File: config.mk
export PLATFORM = sky130hd
export DESIGN_NAME = fetch_unit
export DESIGN_NICKNAME = d
export VERILOG_FILES = /design/src/rtl/fetch_unit.sv
export SDC_FILE = /design/constraint.sdc
export NUM_CORES = 1
export LEC_CHECK = 0
export ABC_CLOCK_PERIOD_IN_PS = 1800
export BUFFER_PORTS_ARGS = -buffer_cell sky130_fd_sc_hd__buf_2
export CAP_MARGIN = 20
export CORE_MARGIN = 2
export CORE_UTILIZATION = 46
export DETAILED_ROUTE_END_ITERATION = 6
export GPL_TIMING_DRIVEN = 1
export PLACE_DENSITY = 0.78
export SETUP_SLACK_MARGIN = 0.1
export SLEW_MARGIN = 20
export SYNTH_ARGS = -nofsm -noshare
export SYNTH_HDL_FRONTEND = slang
export SYNTH_SLANG_ARGS = --single-unit
File: constraint.sdc
create_clock -name clock -period 1.8 [get_ports clock]
set_input_delay 0.18 -clock clock [delete_from_list [all_inputs] [get_ports clock]]
set_output_delay 0.18 -clock clock [all_outputs]
set_load 0.01 [all_outputs]
File: src/rtl/fetch_unit.sv
// Instruction-fetch stage: owns the PC, registers ROM words into the IR and
// hands them to decode over a valid/ready link, with branch redirect and halt.
module fetch_unit #(
  parameter int WORD_W = 8,
  parameter int OP_W   = 3
) (
  input  logic                     clock,
  input  logic                     n_reset,
  output logic [WORD_W-OP_W-1:0]   Iaddress,
  input  logic [WORD_W-1:0]        Idata,
  input  logic                     run,
  output logic [WORD_W-1:0]        ir,
  output logic [OP_W-1:0]          opcode,
  output logic [WORD_W-OP_W-1:0]   operand,
  output logic [WORD_W-OP_W-1:0]   ir_pc,
  output logic                     ir_valid,
  input  logic                     ir_ready,
  input  logic                     br_valid,
  input  logic [WORD_W-OP_W-1:0]   br_target,
  input  logic                     halt_req,
  output logic                     halted,
  output logic [1:0]               dbg_state
);

  localparam int ADDR_W = WORD_W - OP_W;

  typedef enum logic [1:0] {
    IDLE   = 2'd0,
    FETCH  = 2'd1,
    HALTED = 2'd2
  } state_t;

  state_t            state, state_nxt;
  logic [ADDR_W-1:0] pc, pc_nxt, ir_pc_nxt;
  logic [WORD_W-1:0] ir_nxt;
  logic              ir_valid_nxt;
  logic              slot_free;

  // Handshake: a word transfers on a cycle where ir_valid=1 and ir_ready=1;
  // while ir_valid=1 and ir_ready=0 the IR and ir_pc are held unchanged.
  assign slot_free = !ir_valid || ir_ready;

  assign Iaddress  = pc;
  assign opcode    = ir[WORD_W-1 -: OP_W];
  assign operand   = ir[ADDR_W-1:0];
  assign halted    = (state == HALTED);
  assign dbg_state = state;

  always_ff @(posedge clock or negedge n_reset) begin
    if (!n_reset) begin
      state    <= IDLE;
      pc       <= '0;
      ir       <= '0;
      ir_pc    <= '0;
      ir_valid <= 1'b0;
    end else begin
      state    <= state_nxt;
      pc       <= pc_nxt;
      ir       <= ir_nxt;
      ir_pc    <= ir_pc_nxt;
      ir_valid <= ir_valid_nxt;
    end
  end

  always_comb begin
    state_nxt    = state;
    pc_nxt       = pc;
    ir_nxt       = ir;
    ir_pc_nxt    = ir_pc;
    ir_valid_nxt = ir_valid;
    case (state)
      IDLE: begin
        if (halt_req) begin
          state_nxt    = HALTED;
          ir_valid_nxt = 1'b0;
        end else if (br_valid) begin
          // Sets the start address; any held word is from the old path.
          pc_nxt       = br_target;
          ir_valid_nxt = 1'b0;
        end else begin
          if (ir_valid && ir_ready) ir_valid_nxt = 1'b0;
          if (run) state_nxt = FETCH;
        end
      end
      FETCH: begin
        if (halt_req) begin
          state_nxt    = HALTED;
          ir_valid_nxt = 1'b0;
        end else if (br_valid) begin
          pc_nxt       = br_target;
          ir_valid_nxt = 1'b0;
          if (!run) state_nxt = IDLE;
        end else if (!run) begin
          state_nxt = IDLE;
          if (ir_valid && ir_ready) ir_valid_nxt = 1'b0;
        end else if (slot_free) begin
          ir_nxt       = Idata;
          ir_pc_nxt    = pc;
          ir_valid_nxt = 1'b1;
          pc_nxt       = pc + ADDR_W'(1);
        end
      end
      HALTED: begin
        ir_valid_nxt = 1'b0;
      end
      default: begin
        state_nxt    = IDLE;
        ir_valid_nxt = 1'b0;
      end
    endcase
  end

endmodule

== Word-level counts from Yosys, hierarchy flattened ==
Cells that the tools add are included.

* Add/sub/neg operators: 1
* Equality and inequality tests: 11
* Muxes and demuxes: 21
* Bitwise gates (word level): 3
* Reduce and logical (&&, ||, !) cells: 8

{| class="wikitable"
|+ Operators by type and width
! operator !! number
|-
| 5-bit two-way mux || 6
|-
| 3-bit != test (second input constant) || 5
|-
| 2-bit two-way mux || 5
|-
| 5-bit one-hot mux with 2 select lines || 1
|-
| 1-bit two-way mux || 7
|-
| 2-bit != test (second input constant) || 3
|-
| 2-bit one-hot mux with 3 select lines || 1
|-
| 6-bit AND reduction || 1
|-
| 5-bit by 1-bit adder with 5-bit output (second input constant) || 1
|-
| 5-bit != test (second input constant) || 1
|-
| 5-bit AND reduction || 1
|-
| 4-bit AND reduction || 1
|-
| 1-bit inverter || 3
|-
| 2-bit by 1-bit == test with 1-bit output (second input constant) || 1
|-
| 2-bit == test (second input constant) || 1
|-
| 2-bit zero test || 1
|-
| 1-bit one-hot mux with 2 select lines || 1
|-
| 2-bit nonzero test || 1
|-
| 1-bit logical AND || 1
|-
| 1-bit zero test || 1
|-
| 1-bit logical OR || 1
|}

* Register bits after elaboration: 21
* Input bits: 19
* Output and inout bits: 30
* Logic and storage cells: 49

== Longest topological paths before layout ==
* Depth in word-level cells: 7
* Depth in mapped cells: 5

== Least setup slack after synthesis ==
No wires, ideal clock.

* Path type: register to register
* From: register ir_valid
* To: register ir[0]
* Library setup time: 125 ps
* Arrival time: 1,274 ps
* Data required time: 1,675 ps
* Path slack: 401 ps
* Stages on the path, launching flop included: 6
* Buffers on the path: 1
* Period minus slack after synthesis: 1,399 ps
* Path through: dfrtp_1 > nand2b_4 > and2_4 > nand4b_4 > buf_6 > mux2_4

* Longest elaborated chain between the ends: 3

{| class="wikitable"
|+ RTL lines
! item !! RTL line !! source
|-
| from (decl) || 16 || <nowiki>output logic ir_valid,</nowiki>
|-
| from (signal assigned) || 61 || <nowiki>ir_valid <= ir_valid_nxt;</nowiki>
|-
| 1-bit zero test || 41 || <nowiki>assign slot_free = !ir_valid || ir_ready;</nowiki>
|-
| 1-bit logical OR || 41 ||
|-
| 5-bit AND reduction (no line) || -- ||
|-
| to (signal assigned) || 59 || <nowiki>ir <= ir_nxt;</nowiki>
|-
| to (decl) || 12 || <nowiki>output logic [WORD_W-1:0] ir,</nowiki>
|}

Every way passes these cells.
A chain may end at the register's enable or synchronous reset.

== Worst setup path in the final report ==
* From: register ir_valid
* To: register ir[6]

Same word-level chain as after synthesis.

==> flow_summary.yaml <==
timing:
  tns_ps: 0
  max_slew.worst_pin.slew_ps: 549.0
  minimum_clock_period_after_layout_ps: 1488
  slew_violations: 0
  hold_violation_count_in_the_final_report: 0
  unrepaired_setup_endpoints_after_global_routing: "false"
  fin_skew_ps: 4.723
  worst_slew_margin_rel: 0.6301
  setup_violations: 0
  maximum_frequency_from_static_timing_analysis_ghz: 0.6722
  final_min_period_over_clock_period: 0.8264
power_and_ir_drop:
  combinational_power_share: 0.142
  power_density_over_the_cells_nw_per_um2: 654.5
  total_switching_power_w: 0.0002148
  pwr-share-clk: 0.247
  switching_share: 0.2496
  sequentialPowerShare: 0.612
  power_w: 0.0008607
  internal-power_w: 0.0006458
  peakVddDrop_mv: 0.3193
  leakagePower_nw: 0.7543
yosys:
  synth_simple_gate_area_frac: 0.1325
  xor_xnor_portion_of_the_synthesized_cell_area: 0
  muxShareOfSynthArea: 0.1694
  synth-compound-area-share: 0.1164
  mappedNetlistNets: 105
  yosys.area_share.adder: 0.01152
  synth_edf_count: 0
  synth_top_family_by_area: "multiplexers"
  number_of_warning_messages_in_the_yosys_log: 0
  seq_area_frac_synth: 0.4839
  synth.ff_latch_count: 21
  synth-main-ff-cell: "sky130_fd_sc_hd__dfrtp_1"
  proportion_of_synthesized_flip_flops_having_asynchronous_set_or_reset: 1.000
  post_synth_inst_count: 85
  synthesis.area_per_instance_um2: 12.78
  post_synth_instance_area_um2: 1086
  synth_cell_types: 25
setup_path:
  start_kind: "register"
  crit_slowest_cell: "sky130_fd_sc_hd__dfrtp_1"
  cp_top_family: "simple AND/OR/NAND/NOR gates"
  crit_arrival_ps: 1660
  cp.buffers_inverters: 0
  crit_path_kind: "register to register"
  cp_cell_sequence: "nand2b_4 -> and2_4 -> nand4b_4 -> mux2_4"
  crit_path_end_kind: "register"
  critPathMaxFanout: 13
  critical_path_required_ps: 1980
  timing.critical_path.slowest_cell_delay_ps: 420
final_layout:
  final_common_cell: "sky130_fd_sc_hd__buf_2"
  n_antenna_cell: 0
  multi_input_area_um2: 466.7
  fin_cells: 156
  final_nets: 149
  layout-drive-gt1-share: 0.5547
  fillers: 193
  final_cell_mix: "sky130_fd_sc_hd__buf_2, sky130_fd_sc_hd__dfrtp_1, sky130_fd_sc_hd__mux2_4"
  regArea_um2: 525.5
  final_design_area_no_fill_um2: 1315
  area_delta_synth_final_pct: 21.08
route:
  post_drt_via_cell_ratio: 5.199
  number_of_nets_with_antenna_violations_after_routing: 0
  dr.first_iter.drc_count: 10
  drt_drc_violations_left: 0
  route.final.wire_length_mm: 2.113
  router_iterations_before_antenna_repair: 4
  vias: 811
  drt-wirelength-per-cell_um: 13.54
job:
  cap_viol_max_count: 0
clock_network:
  holdBufCountCts: 1
  clock-root-buffer: "sky130_fd_sc_hd__clkbuf_4"
  cts_inserted_buffers: 3
  post-cts-setup-buffer-count: 0
  clock_sink_count: 21
  ctsHtreeMaxLevel: 1
  worstSkewPairLatency_ps: 280
  tritoncts: "built"
  max-clock-path-buffers: 2
  cts.reportedPaths.clkPinSlew_ps: 100
  post_cts.resized_instances: 0
floorplan:
  floorplan.initialDensity: 0.4910
  design.die.area_um2: 2766
  die_w_um: 52.59
  fp.coreArea_um2: 2212
  ioPinCount: 49
  num_rows: 17
  die_height_um: 52.59
placement:
  dp.cells: 151
  place_area_um2: 1279
  place.port_buffers: 48
  gpl.final_weighted_congestion: 0.8401
  post-dp-hpwl_mm: 1.658
status:
  outcome: "finished clean"
grt:
  grt_max_degree: 22
  wire_length_of_the_first_global_routing_pass_mm: 3.498
  grt_util_all_layers: 0.1719
  grt_antenna_before_repair: 0
  grt_pass1_vias: 737
  total_global_routing_overflow: 0
min_path:
  hold_path.class: "input port to register"
metrics by stage:
step           utilization  hold WS [ps]  setup slack [ps]
6_report            0.5945         106.8             312.4
3_3_place_gp        0.5781         150.0             337.4
4_1_cts             0.5945         103.2             291.0
3_5_place_dp        0.5781         161.2             309.3
2_1_floorplan            -        -115.6             401.1
5_1_grt             0.5945         90.45             208.4
worst reg2reg max path, delay by kind of cell (launching register included):
kind             cells  cell delay (ps)
muxes                1              390
and+or+nand+nor      3              570
DFF                  1              420
synthesized netlist by cell type (2+ instances only):
master,number,share of area
sky130_fd_sc_hd__dfrtp_1,21,0.48
sky130_fd_sc_hd__mux2_2,3,0.031
sky130_fd_sc_hd__buf_6,2,0.021
sky130_fd_sc_hd__buf_4,9,0.062
sky130_fd_sc_hd__and3_1,2,0.012
sky130_fd_sc_hd__a21oi_1,6,0.028
sky130_fd_sc_hd__mux2_4,10,0.14
sky130_fd_sc_hd__o22ai_1,4,0.023
sky130_fd_sc_hd__nand2_1,6,0.021
sky130_fd_sc_hd__a2bb2oi_1,4,0.032
sky130_fd_sc_hd__nand3_1,4,0.018
power by group through the flow:
stage,clock network (W),logic [W],registers (W)
floorplan,0,0.0000516,0.000538
global placement,0,0.000119,0.000533
detailed placement,0,0.000122,0.000536
CTS,0.000220,0.000124,0.000526
global route,0.000252,0.000135,0.000532
finish,0.000213,0.000122,0.000526
per-layer routing:
layer | GRT usage | up-vias | share of wire
li1 | - | 388 | -
met1 | 0.2381 | 378 | 0.45
met2 | 0.2708 | 41 | 0.46
met3 | 0.02857 | 4 | 0.074
met4 | 0.05983 | 0 | 0.013
met5 | 0 | - | 0
path summary, 6_finish.rpt:
check / slack, ps / start / cells after the start / to
setup / recovery: 310 / ir_valid / 4 / ir[6]
hold / removal: 110 / halt_req / 2 / ir_valid
setup reg to reg: 310 / ir_valid / 4 / ir[6]
hold reg to reg: 520 / ir_pc[4] / 1 / ir_pc[4]
max in group asynchronous: 1130 / n_reset / 2 / ir[2]
min in group asynchronous: 360 / n_reset / 2 / ir[5]
logic make-up after synthesis:
logic type,count (synthesis)
adders and majority gates,1
and+or+nand+nor,19
AOI/OAI and AO/OA,19
muxes,13
buffers and inverters,12
DFF,21
flip-flops by register name, indices dropped and copies added, names as in the netlist:
name,count
ir_pc,5
ir,8
ir_valid,1
dbg_state,2
Iaddress,5
area by class of cell:
type,instances,area share
Tap cell,28,0.02664
Timing Repair Buffer,50,0.1960
Multi-Input combinational cell,52,0.3549
Inverter,1,0.002854
Clock buffer,4,0.01998
Sequential cell,21,0.3996
No activity file was read; power rests on OpenSTA's default activity.
